$ cat config.mk
export PLATFORM = sky130hd
export DESIGN_NAME = tile_map_ctrl_flat
export DESIGN_NICKNAME = d
export VERILOG_FILES = /design/src/rtl/tile_map_ctrl_pkg.sv /design/src/rtl/tile_map_ctrl_if.sv /design/src/rtl/tile_fill_engine.sv /design/src/rtl/tile_map_ctrl.sv /design/src/flat_wrapper.sv
export SDC_FILE = /design/constraint.sdc
export NUM_CORES = 1
export LEC_CHECK = 0
export ABC_AREA = 1
export BUFFER_PORTS_ARGS = -buffer_cell sky130_fd_sc_hd__buf_2
export CAP_MARGIN = 10
export CORE_MARGIN = 1.5
export CORE_UTILIZATION = 45
export CTS_CLUSTER_DIAMETER = 150
export DETAILED_ROUTE_END_ITERATION = 8
export PLACE_DENSITY = 0.89
export RECOVER_POWER = 50
export REMOVE_ABC_BUFFERS = 1
export SLEW_MARGIN = 20
export SYNTH_ARGS = -nofsm -noshare
export SYNTH_HDL_FRONTEND = slang
export SYNTH_SLANG_ARGS = --single-unit
$ cat constraint.sdc
create_clock -name clk -period 2.4 [get_ports clk]
set_input_delay 0.12 -clock clk [delete_from_list [all_inputs] [get_ports clk]]
set_output_delay 0.12 -clock clk [all_outputs]
set_load 0.02 [all_outputs]
$ cat src/rtl/tile_map_ctrl_pkg.sv
// Shared constants and state types for the tile map controller.
package tile_map_ctrl_pkg;

    localparam int TILE_ADDR_W   = 12;
    localparam int TILE_DATA_W   = 6;
    localparam int TILE_MAP_SIZE = 4000;

    typedef enum logic [1:0] {
        CPU_IDLE    = 2'd0,
        CPU_RD_WAIT = 2'd1,
        CPU_ACK     = 2'd2
    } cpu_state_t;

    typedef enum logic {
        FILL_IDLE = 1'b0,
        FILL_RUN  = 1'b1
    } fill_state_t;

endpackage

$ cat src/rtl/tile_map_ctrl_if.sv
// CPU iomem bus: request held until a single-cycle ready pulse.
interface tile_map_ctrl_if
    import tile_map_ctrl_pkg::*;
#(
    parameter int ADDR_W = TILE_ADDR_W,
    parameter int DATA_W = TILE_DATA_W
);
    logic              cpu_valid;
    logic              cpu_we;
    logic [ADDR_W-1:0] cpu_addr;
    logic [DATA_W-1:0] cpu_wdata;
    logic              cpu_ready;
    logic [DATA_W-1:0] cpu_rdata;

    modport master (
        output cpu_valid, cpu_we, cpu_addr, cpu_wdata,
        input  cpu_ready, cpu_rdata
    );

    modport slave (
        input  cpu_valid, cpu_we, cpu_addr, cpu_wdata,
        output cpu_ready, cpu_rdata
    );
endinterface

$ cat src/rtl/tile_fill_engine.sv
// Hardware fill engine: writes one latched tile value to map entries 0..MAP_SIZE-1.
module tile_fill_engine
    import tile_map_ctrl_pkg::*;
#(
    parameter int ADDR_W   = TILE_ADDR_W,
    parameter int DATA_W   = TILE_DATA_W,
    parameter int MAP_SIZE = TILE_MAP_SIZE
) (
    input  logic              clk,
    input  logic              reset,
    input  logic              start,
    input  logic [DATA_W-1:0] value,
    output logic              busy,
    output logic              wen,
    output logic [ADDR_W-1:0] waddr,
    output logic [DATA_W-1:0] wdata
);
    localparam logic [ADDR_W-1:0] LAST = ADDR_W'(MAP_SIZE - 1);

    fill_state_t       state;
    logic [ADDR_W-1:0] count;
    logic [DATA_W-1:0] latch;

    // Fill sequencer: start latches the value, then one write per cycle up to LAST.
    always_ff @(posedge clk or posedge reset) begin
        if (reset) begin
            state <= FILL_IDLE;
            busy  <= 1'b0;
            count <= '0;
            latch <= '0;
        end else begin
            case (state)
                FILL_IDLE: begin
                    if (start) begin
                        latch <= value;
                        count <= '0;
                        busy  <= 1'b1;
                        state <= FILL_RUN;
                    end
                end
                FILL_RUN: begin
                    if (count == LAST) begin
                        busy  <= 1'b0;
                        state <= FILL_IDLE;
                    end else begin
                        count <= count + ADDR_W'(1);
                    end
                end
            endcase
        end
    end

    assign wen   = busy;
    assign waddr = count;
    assign wdata = latch;

endmodule

$ cat src/rtl/tile_map_ctrl.sv
// Tile map arbiter: video reads first, CPU second on the read port;
// fill engine first, CPU second on the write port.
module tile_map_ctrl
    import tile_map_ctrl_pkg::*;
#(
    parameter int ADDR_W   = TILE_ADDR_W,
    parameter int DATA_W   = TILE_DATA_W,
    parameter int MAP_SIZE = TILE_MAP_SIZE
) (
    input  logic                  clk,
    input  logic                  reset,
    input  logic                  vid_req,
    input  logic [ADDR_W-1:0]     vid_addr,
    output logic                  vid_valid,
    output logic [DATA_W-1:0]     vid_data,
    tile_map_ctrl_if.slave        cpu,
    input  logic                  fill_start,
    input  logic [DATA_W-1:0]     fill_value,
    output logic                  fill_busy,
    output logic                  mem_ren,
    output logic [ADDR_W-1:0]     mem_raddr,
    input  logic [DATA_W-1:0]     mem_rdata,
    output logic                  mem_wen,
    output logic [ADDR_W-1:0]     mem_waddr,
    output logic [DATA_W-1:0]     mem_wdata
);
    cpu_state_t        state;
    logic              cpu_rd_issue;
    logic              cpu_wr_issue;
    logic              fill_wen;
    logic [ADDR_W-1:0] fill_waddr;
    logic [DATA_W-1:0] fill_wdata;

    tile_fill_engine #(
        .ADDR_W   (ADDR_W),
        .DATA_W   (DATA_W),
        .MAP_SIZE (MAP_SIZE)
    ) u_fill (
        .clk   (clk),
        .reset (reset),
        .start (fill_start),
        .value (fill_value),
        .busy  (fill_busy),
        .wen   (fill_wen),
        .waddr (fill_waddr),
        .wdata (fill_wdata)
    );

    // CPU grant: reads yield to video, writes yield to a running or starting fill.
    always_comb begin
        cpu_rd_issue = 1'b0;
        cpu_wr_issue = 1'b0;
        if (!reset && state == CPU_IDLE && cpu.cpu_valid) begin
            if (cpu.cpu_we) begin
                cpu_wr_issue = !fill_busy && !fill_start;
            end else begin
                cpu_rd_issue = !vid_req;
            end
        end
    end

    // Read port mux.
    always_comb begin
        mem_ren   = 1'b0;
        mem_raddr = '0;
        if (!reset && vid_req) begin
            mem_ren   = 1'b1;
            mem_raddr = vid_addr;
        end else if (cpu_rd_issue) begin
            mem_ren   = 1'b1;
            mem_raddr = cpu.cpu_addr;
        end
    end

    // Write port mux; the two sources are mutually exclusive by the grant above.
    always_comb begin
        mem_wen   = fill_wen | cpu_wr_issue;
        mem_waddr = '0;
        mem_wdata = '0;
        if (fill_wen) begin
            mem_waddr = fill_waddr;
            mem_wdata = fill_wdata;
        end else if (cpu_wr_issue) begin
            mem_waddr = cpu.cpu_addr;
            mem_wdata = cpu.cpu_wdata;
        end
    end

    // Video data qualifier follows the RAM's one-cycle read latency.
    always_ff @(posedge clk or posedge reset) begin
        if (reset) begin
            vid_valid <= 1'b0;
        end else begin
            vid_valid <= vid_req;
        end
    end

    assign vid_data = mem_rdata;

    // CPU access sequencer with registered ready pulse and read data.
    always_ff @(posedge clk or posedge reset) begin
        if (reset) begin
            state         <= CPU_IDLE;
            cpu.cpu_ready <= 1'b0;
            cpu.cpu_rdata <= '0;
        end else begin
            cpu.cpu_ready <= 1'b0;
            case (state)
                CPU_IDLE: begin
                    if (cpu_rd_issue) begin
                        state <= CPU_RD_WAIT;
                    end else if (cpu_wr_issue) begin
                        state         <= CPU_ACK;
                        cpu.cpu_ready <= 1'b1;
                    end
                end
                CPU_RD_WAIT: begin
                    cpu.cpu_rdata <= mem_rdata;
                    cpu.cpu_ready <= 1'b1;
                    state         <= CPU_ACK;
                end
                CPU_ACK: begin
                    state <= CPU_IDLE;
                end
                default: begin
                    state <= CPU_IDLE;
                end
            endcase
        end
    end

endmodule
$ cat src/flat_wrapper.sv
// flat-port wrapper written by rule: the top's interface ports become plain ports
module tile_map_ctrl_flat import tile_map_ctrl_pkg::*;
#(
    parameter int ADDR_W   = TILE_ADDR_W,
    parameter int DATA_W   = TILE_DATA_W,
    parameter int MAP_SIZE = TILE_MAP_SIZE
)
  (clk, reset, vid_req, vid_addr, vid_valid, vid_data, fill_start, fill_value, fill_busy, mem_ren, mem_raddr, mem_rdata, mem_wen, mem_waddr, mem_wdata, cpu_cpu_valid, cpu_cpu_we, cpu_cpu_addr, cpu_cpu_wdata, cpu_cpu_ready, cpu_cpu_rdata);
  tile_map_ctrl_if #(.ADDR_W(ADDR_W), .DATA_W(DATA_W)) cpu_i ();
  input  logic clk;
  input  logic reset;
  input  logic vid_req;
  input  logic [ADDR_W-1:0] vid_addr;
  output logic vid_valid;
  output logic [DATA_W-1:0] vid_data;
  input  logic fill_start;
  input  logic [DATA_W-1:0] fill_value;
  output logic fill_busy;
  output logic mem_ren;
  output logic [ADDR_W-1:0] mem_raddr;
  input  logic [DATA_W-1:0] mem_rdata;
  output logic mem_wen;
  output logic [ADDR_W-1:0] mem_waddr;
  output logic [DATA_W-1:0] mem_wdata;
  input wire logic [$bits(cpu_i.cpu_valid)-1:0] cpu_cpu_valid;
  input wire logic [$bits(cpu_i.cpu_we)-1:0] cpu_cpu_we;
  input wire logic [$bits(cpu_i.cpu_addr)-1:0] cpu_cpu_addr;
  input wire logic [$bits(cpu_i.cpu_wdata)-1:0] cpu_cpu_wdata;
  output wire logic [$bits(cpu_i.cpu_ready)-1:0] cpu_cpu_ready;
  output wire logic [$bits(cpu_i.cpu_rdata)-1:0] cpu_cpu_rdata;
  assign cpu_i.cpu_valid = cpu_cpu_valid;
  assign cpu_i.cpu_we = cpu_cpu_we;
  assign cpu_i.cpu_addr = cpu_cpu_addr;
  assign cpu_i.cpu_wdata = cpu_cpu_wdata;
  assign cpu_cpu_ready = cpu_i.cpu_ready;
  assign cpu_cpu_rdata = cpu_i.cpu_rdata;
  tile_map_ctrl #(.ADDR_W(ADDR_W), .DATA_W(DATA_W), .MAP_SIZE(MAP_SIZE)) u_core (.clk(clk), .reset(reset), .vid_req(vid_req), .vid_addr(vid_addr), .vid_valid(vid_valid), .vid_data(vid_data), .cpu(cpu_i), .fill_start(fill_start), .fill_value(fill_value), .fill_busy(fill_busy), .mem_ren(mem_ren), .mem_raddr(mem_raddr), .mem_rdata(mem_rdata), .mem_wen(mem_wen), .mem_waddr(mem_waddr), .mem_wdata(mem_wdata));
endmodule
==> impl_results.md <==
- Final worst path period need: approximately 2.2 ns
- Routed via count: between 1500 and 2000
- Grt met2 use: 0.428
- Reg2Reg Setup Slack: roughly 0.51 ns
- Length in cells of the worst reg-to-reg path: 8
- Power density normalized to cell area: about 560 mW/mm^2
- Worst-Margin Slew: roughly 1.3 ns
- Number of violations reported at the end of detailed-routing iteration 0: 110
- Number of core rows: 22
- Portion of total power attributed to combinational logic: 0.139
- Die Y-Extent: about 67 um
- Capturing element type of the critical path: output pin
- Setup TNS Final: 0 ns
- Clock Power Share: 0.464
- Horizontal die dimension: ~67 um
- Top flip-flop cell by instance count after synthesis: dfrtp_1
- Wire length of the first global-routing pass: slightly above 8000 um
- Antenna Violating Nets Remaining: 0
- Max Slew Vio Count: 0
- Post-DR wirelength/cell: approximately 13 um
- Switching share of total power: 0.233
- Layout overhead on the synthesized area: 33.1%
- Headroom to the max-slew limit: 0.107
- Number of maximum-capacitance violations: 0
- Post-synthesis sequential area ratio: 0.411
- Number of different library cells in the post-synthesis netlist: 23
- HP Class: in -> reg
- Placed wire-length estimate after detailed placement: ~3700 um
- Final weighted congestion in routability-driven placement: roughly 0.82
- Clk_skew: 0.00404 ns
- Via count of the first global-routing pass: about 1900
- H-tree depth: 2
- Average via count per standard cell: roughly 5.1
- CORE AREA: roughly 0.0038 mm^2
- Final-report setup violation count: 0
- Final antenna diode count: 0
- Number of hold-slack violations in the final timing report: 0
- I/O pins: 95
- Synth Cell Area: between 0.0015 and 0.002 mm^2
- Die Area: about 0.0045 mm^2
- I/O Buffers: 94
- Worst flop-to-flop path startpoint: u_core.u_fill.waddr[1]$_DFFE_PP0P_
- Remaining global-route overflow: 0
- Clk_lat worst skew: 0.28 ns
- Global Route met1 Usage: 0.295
- Most frequent cell after synthesis: nand2_1
- Sequential Power Share: 0.397
- List of most frequent post-synthesis cells: nand2_1 (70), inv_1 (35), dfrtp_1 (30), nand3_1 (27), o21ai_0 (21)
- Post-synthesis average cell area: roughly 7.4 um^2
- Final core utilization: 0.645
- Placed Area: approximately 0.0023 mm^2
- Number of register bits inferred by synthesis: 30
- Routed WL: approximately 4900 um
- Clock root buffer master: clkbuf_8
- Post-route clock period utilization: 0.913
- Min-delay src: fill_value[5]
- Critical path data arrival time: ~2.1 ns
- Number of sinks handled by clock tree synthesis: 30
- Highest net fanout along the worst path: 15
- Clock-pin slew of the registers on the worst-case setup and hold paths: about 0.070 ns
- Switching power of the nets: between 300 and 400 uW
- Maximum number of pins on one net before global-route repair: 26
- Warnings from Yosys: 0
- Setup repair after global routing missed its margin: no
- M3 GR Usage: 0.0574
- Classification of the worst setup path: in -> out
- Worst R2R End: u_core.u_fill.waddr[11]$_DFFE_PP0P_
- Antenna violations before repair: 0
- Initial Utilization: 0.485
- Share of the synthesized area in the top cell type: 0.411
- Leading post-synthesis cells by cell area: dfrtp_1 (41%), nand2_1 (14%), nand3_1 (7.4%)
- Number of enable flip-flop cells after synthesis: 0
- Net total in the final layout: 390
- Final total power: around 1400 uW
- Synth area leader: dfrtp_1
- Leakage power: 0.00135 uW
- Num CTS Buffers: 5
- Maximum clock path buffer count: 2
- Number of cells on the worst hold path: 2
- WHS: between 0.07 and 0.08 ns
- Result of the run: complete, no violations
- Launching element type of the critical path: input port
- Async set or reset register ratio after synthesis: 1.00
- CTS tree: yes
- Internal portion of total power: 1050 uW
- Data required time of the worst path: around 2.3 ns
- Layout cell share with drive strength beyond 1: 0.301
- Pre-Repair DR Iteration Count: 4
- Achievable Freq: between 0.4 and 0.5 GHz
- Gate count after technology mapping: ~250
- Count of unresolved DRC violations after routing: 0
- Hold Path End: u_core.u_fill.wdata[5]$_DFFE_PP0P_
- Peak-usage layer in the global routing report: met2
- Summed area of non-filler cells in the final layout: 0.00243 mm^2
- Highest ir drop seen on vdd: 0.372 mV
- Combined global-route utilization of all metal layers: 0.243
## critical path: stages
cell           delay [ns]
dlygate4sd3_1        0.54
buf_2                0.12
inv_1                0.19
nand2_1              0.13
nor3_4               0.28
nand2_2              0.26
o22ai_1              0.22
buf_2                0.20
## repair_timing
action	CTS	global route
endpoints found under the hold margin	6	0
hold buffers	2	0
setup buffers	0	1
resized for setup	0	2
setup endpoints to repair	0	25
## how the worst max path moves through the flow
stage                              startpoint       endpoint  slack (ns)  cells after the start
2_1_floorplan                           reset   mem_waddr[1]        0.21                      5
3_3_place_gp   u_core.u_fill.busy$_DFFE_PP0P_  mem_waddr[11]        0.62                      4
3_5_place_dp                            reset  mem_waddr[11]        0.58                      7
4_1_cts                                 reset  mem_waddr[11]        0.03                      8
5_1_grt                                 reset  mem_waddr[11]        0.01                      8
6_report                                reset  mem_waddr[11]        0.21                      8
## flip-flops by register name, summed over array words and instances, names as in the netlist
register and count:
u_core.u_fill.waddr 12, u_core.cpu.cpu_rdata 6, u_core.u_fill.wdata 6, u_core.state 2, u_core.cpu.cpu_ready 1, u_core.u_fill.busy 1
u_core.u_fill.state 1, u_core.vid_valid 1
## layer usage
| metal | up-vias | share of wire |
|---|---|---|
| li1 | 982 | - |
| met4 | 0 | 0.0085 |
| met5 | - | 0 |
| met2 | 95 | 0.49 |
| met3 | 4 | 0.074 |
| met1 | 910 | 0.43 |
## cells in the final DEF, fill, tap and decap left out
cell type,instances
buf_2,78
nand2_1,68
inv_1,35
dfrtp_1,30
nand3_1,27
o21ai_0,21
nor2_1,17
clkbuf_1,17
o22ai_1,9
mux2_2,7
a21oi_1,6
clkbuf_8,6
nand4_1,5
nand2_2,2
bufinv_16,2
dlygate4sd3_1,2
buf_4,2
nor2_2,1
nand3_4,1
nand2_4,1
or2_2,1
nor3_4,1
nor3b_2,1
xor2_1,1
ha_1,1
## layout make-up
cell class              count  area (um^2)
multi-input cells         170          860
clock buffers               6         82.6
repair buffers             99          489
fillers                   320         1340
flip-flops and latches     30          751
inverters                  35          131
well taps                  48         60.1
clock inverters             2         60.1
## power groups by stage
stage | clock (uW) | sequential, uW | combinational, uW
6_report | 633 | 542 | 190
5_1_grt | 667 | 544 | 208
4_1_cts | 641 | 541 | 199
3_5_place_dp | 0 | 550 | 196
3_3_place_gp | 0 | 549 | 192
2_1_floorplan | 0 | 581 | 65.0
## stage by stage
stage               std cells  worst slack, ns
floorplan                 235            0.213
global placement          379            0.618
detailed placement        379            0.584
CTS                       389           0.0334
global route              390          0.00971
finish                    390            0.208
## cells by family after synthesis
group | after synthesis | synth area share
AO/OA/AOI/OAI | 36 | 0.105
XOR/XNOR | 1 | 0.00479
adder cells (fa/ha/maj) | 1 | 0.00684
buffers and inverters | 48 | 0.118
flip-flops | 30 | 0.411
multiplexers | 7 | 0.0431
AND/OR/NAND/NOR | 125 | 0.312
(Power assumes the default switching activity.)
